`src/rtl/soc_reset_ctrl.sv`:
```
// rtl/soc_reset_ctrl.sv - soft-reset sequencer: source collection, interconnect drain, stretched reset pulse
// Sticky cause register survives the soft reset it produces; only sys_reset clears the block.
module soc_reset_ctrl #(
  parameter int WDT_WIDTH     = 24,
  parameter int DRAIN_TIMEOUT = 256,
  parameter int HOLD_CYCLES   = 16
) (
  input  logic                 sys_clk,
  input  logic                 sys_reset,
  input  logic                 sw_req,
  input  logic                 wdt_en,
  input  logic                 wdt_kick,
  input  logic [WDT_WIDTH-1:0] wdt_load,
  output logic                 quiesce_req,
  input  logic                 quiesce_ack,
  output logic                 soft_reset,
  output logic                 busy,
  output logic [2:0]           cause,
  input  logic                 cause_clr
);

  localparam int DW = $clog2(DRAIN_TIMEOUT + 1);
  localparam int HW = $clog2(HOLD_CYCLES + 1);
  localparam logic [DW-1:0] DRAIN_LAST = DW'(DRAIN_TIMEOUT - 1);
  localparam logic [HW-1:0] HOLD_LAST  = HW'(HOLD_CYCLES - 1);

  typedef enum logic [1:0] {IDLE, DRAIN, HOLD} state_t;

  state_t               state;
  logic [WDT_WIDTH-1:0] wdt_cnt;
  logic                 wdt_en_q;
  logic [DW-1:0]        drain_cnt;
  logic [HW-1:0]        hold_cnt;

  logic       sw_trig;
  logic       wdt_expire;
  logic       drain_timeout;
  logic       wdt_reload;
  logic [2:0] cause_set;

  // The first enabled cycle only loads the counter, so expiry needs wdt_en held for two cycles.
  always_comb begin
    sw_trig       = (state == IDLE) && sw_req;
    wdt_expire    = (state == IDLE) && wdt_en && wdt_en_q && !wdt_kick && (wdt_cnt == '0);
    drain_timeout = (state == DRAIN) && !quiesce_ack && (drain_cnt == DRAIN_LAST);
    wdt_reload    = !wdt_en || !wdt_en_q || wdt_kick || (state != IDLE);
    cause_set     = {drain_timeout, wdt_expire, sw_trig};
  end

  always_ff @(posedge sys_clk) begin
    if (sys_reset) begin
      state       <= IDLE;
      quiesce_req <= 1'b0;
      soft_reset  <= 1'b0;
      busy        <= 1'b0;
      cause       <= 3'b000;
      wdt_cnt     <= wdt_load;
      wdt_en_q    <= 1'b0;
      drain_cnt   <= '0;
      hold_cnt    <= '0;
    end else begin
      wdt_en_q <= wdt_en;
      if (wdt_reload)
        wdt_cnt <= wdt_load;
      else if (wdt_cnt != '0)
        wdt_cnt <= wdt_cnt - WDT_WIDTH'(1);

      // New sources win over a same-cycle clear.
      cause <= (cause_clr ? 3'b000 : cause) | cause_set;

      case (state)
        IDLE: begin
          drain_cnt <= '0;
          hold_cnt  <= '0;
          if (sw_trig || wdt_expire) begin
            state       <= DRAIN;
            quiesce_req <= 1'b1;
            busy        <= 1'b1;
          end
        end
        DRAIN: begin
          if (quiesce_ack || drain_timeout) begin
            state      <= HOLD;
            soft_reset <= 1'b1;
            drain_cnt  <= '0;
          end else begin
            drain_cnt <= drain_cnt + DW'(1);
          end
        end
        HOLD: begin
          if (hold_cnt == HOLD_LAST) begin
            state       <= IDLE;
            soft_reset  <= 1'b0;
            quiesce_req <= 1'b0;
            busy        <= 1'b0;
            hold_cnt    <= '0;
          end else begin
            hold_cnt <= hold_cnt + HW'(1);
          end
        end
        default: begin
          state       <= IDLE;
          soft_reset  <= 1'b0;
          quiesce_req <= 1'b0;
          busy        <= 1'b0;
        end
      endcase
    end
  end

endmodule

```
`config.mk`:
```
export PLATFORM = sky130hd
export DESIGN_NAME = soc_reset_ctrl
export DESIGN_NICKNAME = d
export VERILOG_FILES = /design/src/rtl/soc_reset_ctrl.sv
export SDC_FILE = /design/constraint.sdc
export NUM_CORES = 1
export LEC_CHECK = 0
export ABC_AREA = 1
export CORE_MARGIN = 2
export CORE_UTILIZATION = 40
export CTS_CLUSTER_DIAMETER = 60
export CTS_CLUSTER_SIZE = 28
export DETAILED_ROUTE_END_ITERATION = 12
export PLACE_DENSITY_LB_ADDON = 0.3
export SKIP_LAST_GASP = 1
export SLEW_MARGIN = 0
export SYNTH_ARGS = -nofsm -noshare
export SYNTH_HDL_FRONTEND = slang
export SYNTH_SLANG_ARGS = --single-unit
```
`constraint.sdc`:
```
create_clock -name sys_clk -period 2.75 [get_ports sys_clk]
set_input_delay 0.55 -clock sys_clk [delete_from_list [all_inputs] [get_ports sys_clk]]
set_output_delay 0.55 -clock sys_clk [all_outputs]
set_load 0.01 [all_outputs]
```
==> Word-level counts from Yosys, hierarchy flattened <==
Cells that the tools add are included.
Widths: inputs -> output; s select.
{ "totals": {"word_cells": 64, "output_inout_bits": 6, "register_bits": 46} }
{ "op_classes": {"n_addsub": 3, "reduce_logical": 26, "n_bitwise": 3, "muxes": 17, "n_eq_ne": 7} }
{ "ops": {"columns": ["cell", "n"], "rows": [
  ["$mux 24", 3],
  ["$logic_not 24->1", 1],
  ["$reduce_bool 24->1", 1],
  ["$sub 24x1->24 const B", 1],
  ["$pmux 9 s2", 1],
  ["$pmux 5 s2", 1],
  ["$add 9x1->9 const B", 1],
  ["$eq 9x8->1 const B", 1],
  ["$mux 9", 1],
  ["$reduce_and 3->1", 3],
  ["$logic_and 1x1->1", 7],
  ["$mux 2", 3],
  ["$pmux 1 s3", 2],
  ["$pmux 2 s3", 1],
  ["$reduce_bool 2->1", 3],
  ["$add 5x1->5 const B", 1],
  ["$eq 5x4->1 const B", 1],
  ["$logic_or 1x1->1", 5],
  ["$mux 5", 1],
  ["$logic_not 1->1", 4],
  ["$ne 2x1->1 const B", 2],
  ["$mux 1", 3],
  ["$mux 3", 1],
  ["$or 3x3->3", 1],
  ["other kinds (6)", 7]
]} }

==> Logic depth before layout (Yosys ltp) <==
{ "logic_depth": {"ltp_word": 8, "mapped_depth": 12, "depth_no_buf": 12} }

==> Least setup slack after synthesis <==
No wires, ideal clock.
{ "synth_path": {"path_kind": "flip-flop to flip-flop", "start": "register wdt_cnt[0]", "end": "register wdt_cnt[0], enable pin", "period_less_slack_ps": 2046, "setup_slack_ps": 704, "required_ps": 2255, "stages_incl_launch_ff": 8, "path_buffers": 0, "arrival_time_ps": 1551, "cell_sequence": "edfxtp_1 -> inv_1 -> ha_1 -> inv_1 -> nor2_1 -> nand2_1 -> nor2_1 -> nand3_1"} }
{ "synth_via": {"elab_chain_cells": 2} }
{ "synth_lines": {"columns": ["item", "line_no", "rtl"], "rows": [
  ["from (decl)", "30", "logic [WDT_WIDTH-1:0] wdt_cnt;"],
  ["from (signal assigned)", "57", "wdt_cnt <= wdt_load;"],
  ["from (signal assigned)", "64", "wdt_cnt <= wdt_load;"],
  ["from (signal assigned)", "66", "wdt_cnt <= wdt_cnt - WDT_WIDTH'(1);"],
  ["$reduce_bool 24->1", "65", "else if (wdt_cnt != '0)"],
  ["$reduce_bool 3->1 (no source line)", null, null]
]} }
Every way passes these cells.
A chain may end at the register's enable or synchronous reset.

==> Worst setup path in the final report <==
{ "layout_path": {"start": "register wdt_cnt[0]", "end": "register wdt_cnt[16], data pin"} }
{ "layout_via": {"elab_chain_cells": 4} }
{ "layout_lines": {"columns": ["item", "line_no", "rtl"], "rows": [
  ["$sub 24x1->24", "66", null],
  ["$mux 24", "65", null],
  ["$mux 24", "63", "if (wdt_reload)"],
  ["$mux 24", "51", "if (sys_reset) begin"]
]} }
Every way passes these cells. The select of a mux whose other input is x is not followed.

==> run summary <==
Die ar. = 0.00762 mm²
Outcome = finished clean
RSZ-0062 raised after global routing = no
Endpoints failing setup = 0
Gpl congestion = 0.844
CP cell instances = inv_1 > ha_1 > nand3_2 > nor2_2 > nand2_1 > nor2_2 > xor2_1 > nand2_1 > nand2_1 > inv_1
Final instance area = 0.00331 mm²
Skew final = 0.0108 ns
Hold Path Class = flip-flop to flip-flop
Pin count of the biggest net entering global routing = 29
Register area share after synthesis = 0.418
Post-synth cell types = 38
WL per Instance = 12.5 µm
Syn_nets = 405
Tmin final = 2.02 ns
Number of warnings issued by yosys = 0
Initial core utilization = 0.411
Least-Margin Pin Slew = 0.488 ns
Clock sink count = 46
Fin Setup TNS = 0 ns
Final Cycle Share = 0.733
Crit end category = flip-flop
Clk root buf = clkbuf_8
Peak Freq = 496 MHz
Post-CTS Setup Inserts = 0
Share of layout cells above drive strength 1 = 0.0784
Cell count after synthesis = 369
Worst Path Buf+Inv = 2
Die X = 87.3 µm
Clock Latency Late Sink = 0.31 ns
Hold Buf Count CTS = 0
DR vias/cell = 4.95
Critical path required time = 2.82 ns
Placed Area = 0.00320 mm²
WL final = 6080 µm
CTS max path bufs = 2
Worst Path Arrival = 2.09 ns
Syn_area_per_cell = 7.52 µm²
Xor/xnor cell area share of the yosys netlist = 0.0315
Mux share of post-synthesis cell area = 0.0221
# diodes = 0
WS Path Type = flip-flop to flip-flop
Top cells by area, synth = edfxtp_1 (26%), dfxtp_1 (16%), nand2_1 (10%)
GRT overflow = 0
Max_cap viols = 0
Initial DRC count = 117
I/O Buffers = 36
Max IR drop VDD = 0.434 mV
Via count = 2417
DR pass1 iterations = 4
Total GRT Usage = 0.169
P_leak = 1.42 nW
Complex-gate fraction of the synthesized area = 0.0964
#FFs+latches synth = 46
CP max stage delay = 0.39 ns
Die Y = 87.3 µm
Largest family of logic cells by synthesized area = simple AND/OR/NAND/NOR gates
CP most frequent cell = nand2_1
Post-DRT Antenna Nets = 0
Post-DP HPWL = 4530 µm
Top delay family on crit path = simple AND/OR/NAND/NOR gates
PwrDens = 474 mW/mm²
CP Max Fanout = 6
CTS tree = yes
Drt drc = 0
Worst setup SP type = flip-flop
Nets = 443
Ports = 37
Fraction of the mapped netlist area in adder cells = 0.0225
Fill count = 685
Clock-pin slew on the worst setup and hold paths = 0.09 ns
First-pass GRT wire length = 10200 µm
Core area = 0.00676 mm²
Final Hold Fails = 0
Initial antenna violation count = 0
# rows = 30
Num CTS Buffers = 5
Simple-Gate Fraction of Synth Area = 0.297
Depth of the CTS H-tree = 2
Area growth from synthesis to layout = 19.1%
Post-synth top area cell = edfxtp_1
Relative slew slack = 0.674
Vias in the first global route = 2287
Post-CTS sizing = 0
Critical path's slowest cell = edfxtp_1
Final number of max-transition violations = 0
Synth top area share = 0.260
Post-synthesis instance area = 0.00278 mm²
==> cells in the mapped netlist <==
cell type  instances
nor4_1             1
a211oi_1           2
o21a_1             1
ha_1               5
nand3b_1           2
o21ai_0           22
nor3_1             1
and3_1             1
mux2i_1            5
dfxtp_1           22
a22oi_1            1
o22ai_1            2
xor2_1             8
nor2_8             1
a2bb2oi_1          1
nor2_4             3
buf_6              2
nand2_1           77
or2_2              5
clkbuf_1           1
inv_1             65
nor2_2             5
nand4_1            4
edfxtp_1          24
o31ai_1            1
nand3_1           34
inv_4              1
nand4_4            1
nor2_1            41
nand2_2            1
xnor2_1            2
inv_2              2
buf_2              1
a21oi_1           18
mux2_2             1
nand3_2            1
a21oi_2            1
buf_4              3
==> layout make-up <==
type | count | area [µm²] | area share
multi-input cells | 248 | 1300 | 0.394
flip-flops and latches | 46 | 1160 | 0.351
repair buffers | 38 | 375 | 0.114
inverters | 68 | 258 | 0.0780
well taps | 80 | 100 | 0.0303
clock buffers | 6 | 93.8 | 0.0284
clock inverters | 2 | 13.8 | 0.00416
==> routing by layer <==
layer | track usage | wire [µm]
met1 | 0.215 | 2840
met4 | 0.0490 | 104
met3 | 0.0417 | 256
met5 | 0 | 0
met2 | 0.282 | 2880
==> final timing paths <==
kind / slack, ns / startpoint / endpoint / depth (start not counted)
setup reg to reg: 0.73 / wdt_cnt[0] / wdt_cnt[16] / 10
hold reg to reg: 0.47 / hold_cnt[4] / hold_cnt[4] / 2
setup / recovery: 0.73 / wdt_cnt[0] / wdt_cnt[16] / 10
hold / removal: 0.47 / hold_cnt[4] / hold_cnt[4] / 2
==> worst register-to-register path, cell delays in order, from the launching register on <==
cell and delay [ns]:
edfxtp_1 0.39, inv_1 0.19, ha_1 0.24, nand3_2 0.14, nor2_2 0.19, nand2_1 0.14, nor2_2 0.16, xor2_1 0.16
nand2_1 0.07, nand2_1 0.07, inv_1 0.03
==> kinds of logic (layout without fill, tap and decap cells) <==
| family | count (synthesis) | count (layout) |
|---|---|---|
| buffers and inverters | 75 | 114 |
| muxes | 6 | 6 |
| AOI/OAI and AO/OA | 49 | 49 |
| DFF | 46 | 46 |
| adders and majority gates | 5 | 5 |
| and+or+nand+nor | 178 | 178 |
| xor gates and xnor gates | 10 | 10 |
==> state kept, by name, indices dropped and copies added (netlist names) <==
signal,cells
wdt_cnt,24
cause,3
drain_cnt,9
state,2
busy,1
soft_reset,1
hold_cnt,5
wdt_en_q,1
==> cells in the final DEF, fill, tap and decap left out, types with 2 or more instances in the layout <==
cell type / n
a211oi_1: 2
a21oi_1: 18
buf_4: 2
clkbuf_8: 5
clkdlybuf4s50_1: 36
dfxtp_1: 22
edfxtp_1: 24
ha_1: 5
inv_1: 65
inv_2: 2
mux2i_1: 5
nand2_1: 77
nand3_1: 34
nand3b_1: 2
nand4_1: 4
nor2_1: 41
nor2_2: 5
nor2_4: 3
o21ai_0: 22
o22ai_1: 2
or2_2: 5
xnor2_1: 2
xor2_1: 8
==> stage by stage <==
step / cells / util / hold slack (ns) / setup slack (ns) / total power, mW
after floorplan: 369 / - / 0.435 / 0.704 / 0.987
after global placement: 480 / 0.473 / 0.451 / 0.448 / 1.09
after detailed placement: 480 / 0.473 / 0.453 / 0.394 / 1.09
after CTS: 488 / 0.489 / 0.471 / 0.696 / 1.59
after global routing: 488 / 0.489 / 0.488 / 0.463 / 1.64
final: 488 / 0.489 / 0.471 / 0.734 / 1.57
==> power breakdown <==
part	switching [mW]	leakage [nW]	internal (mW)
logic	0.142	0.933	0.122
registers	0.0449	0.433	0.764
clock network	0.258	0.0567	0.237
total	0.445	1.42	1.12
No activity file was read; power rests on OpenSTA's default activity.
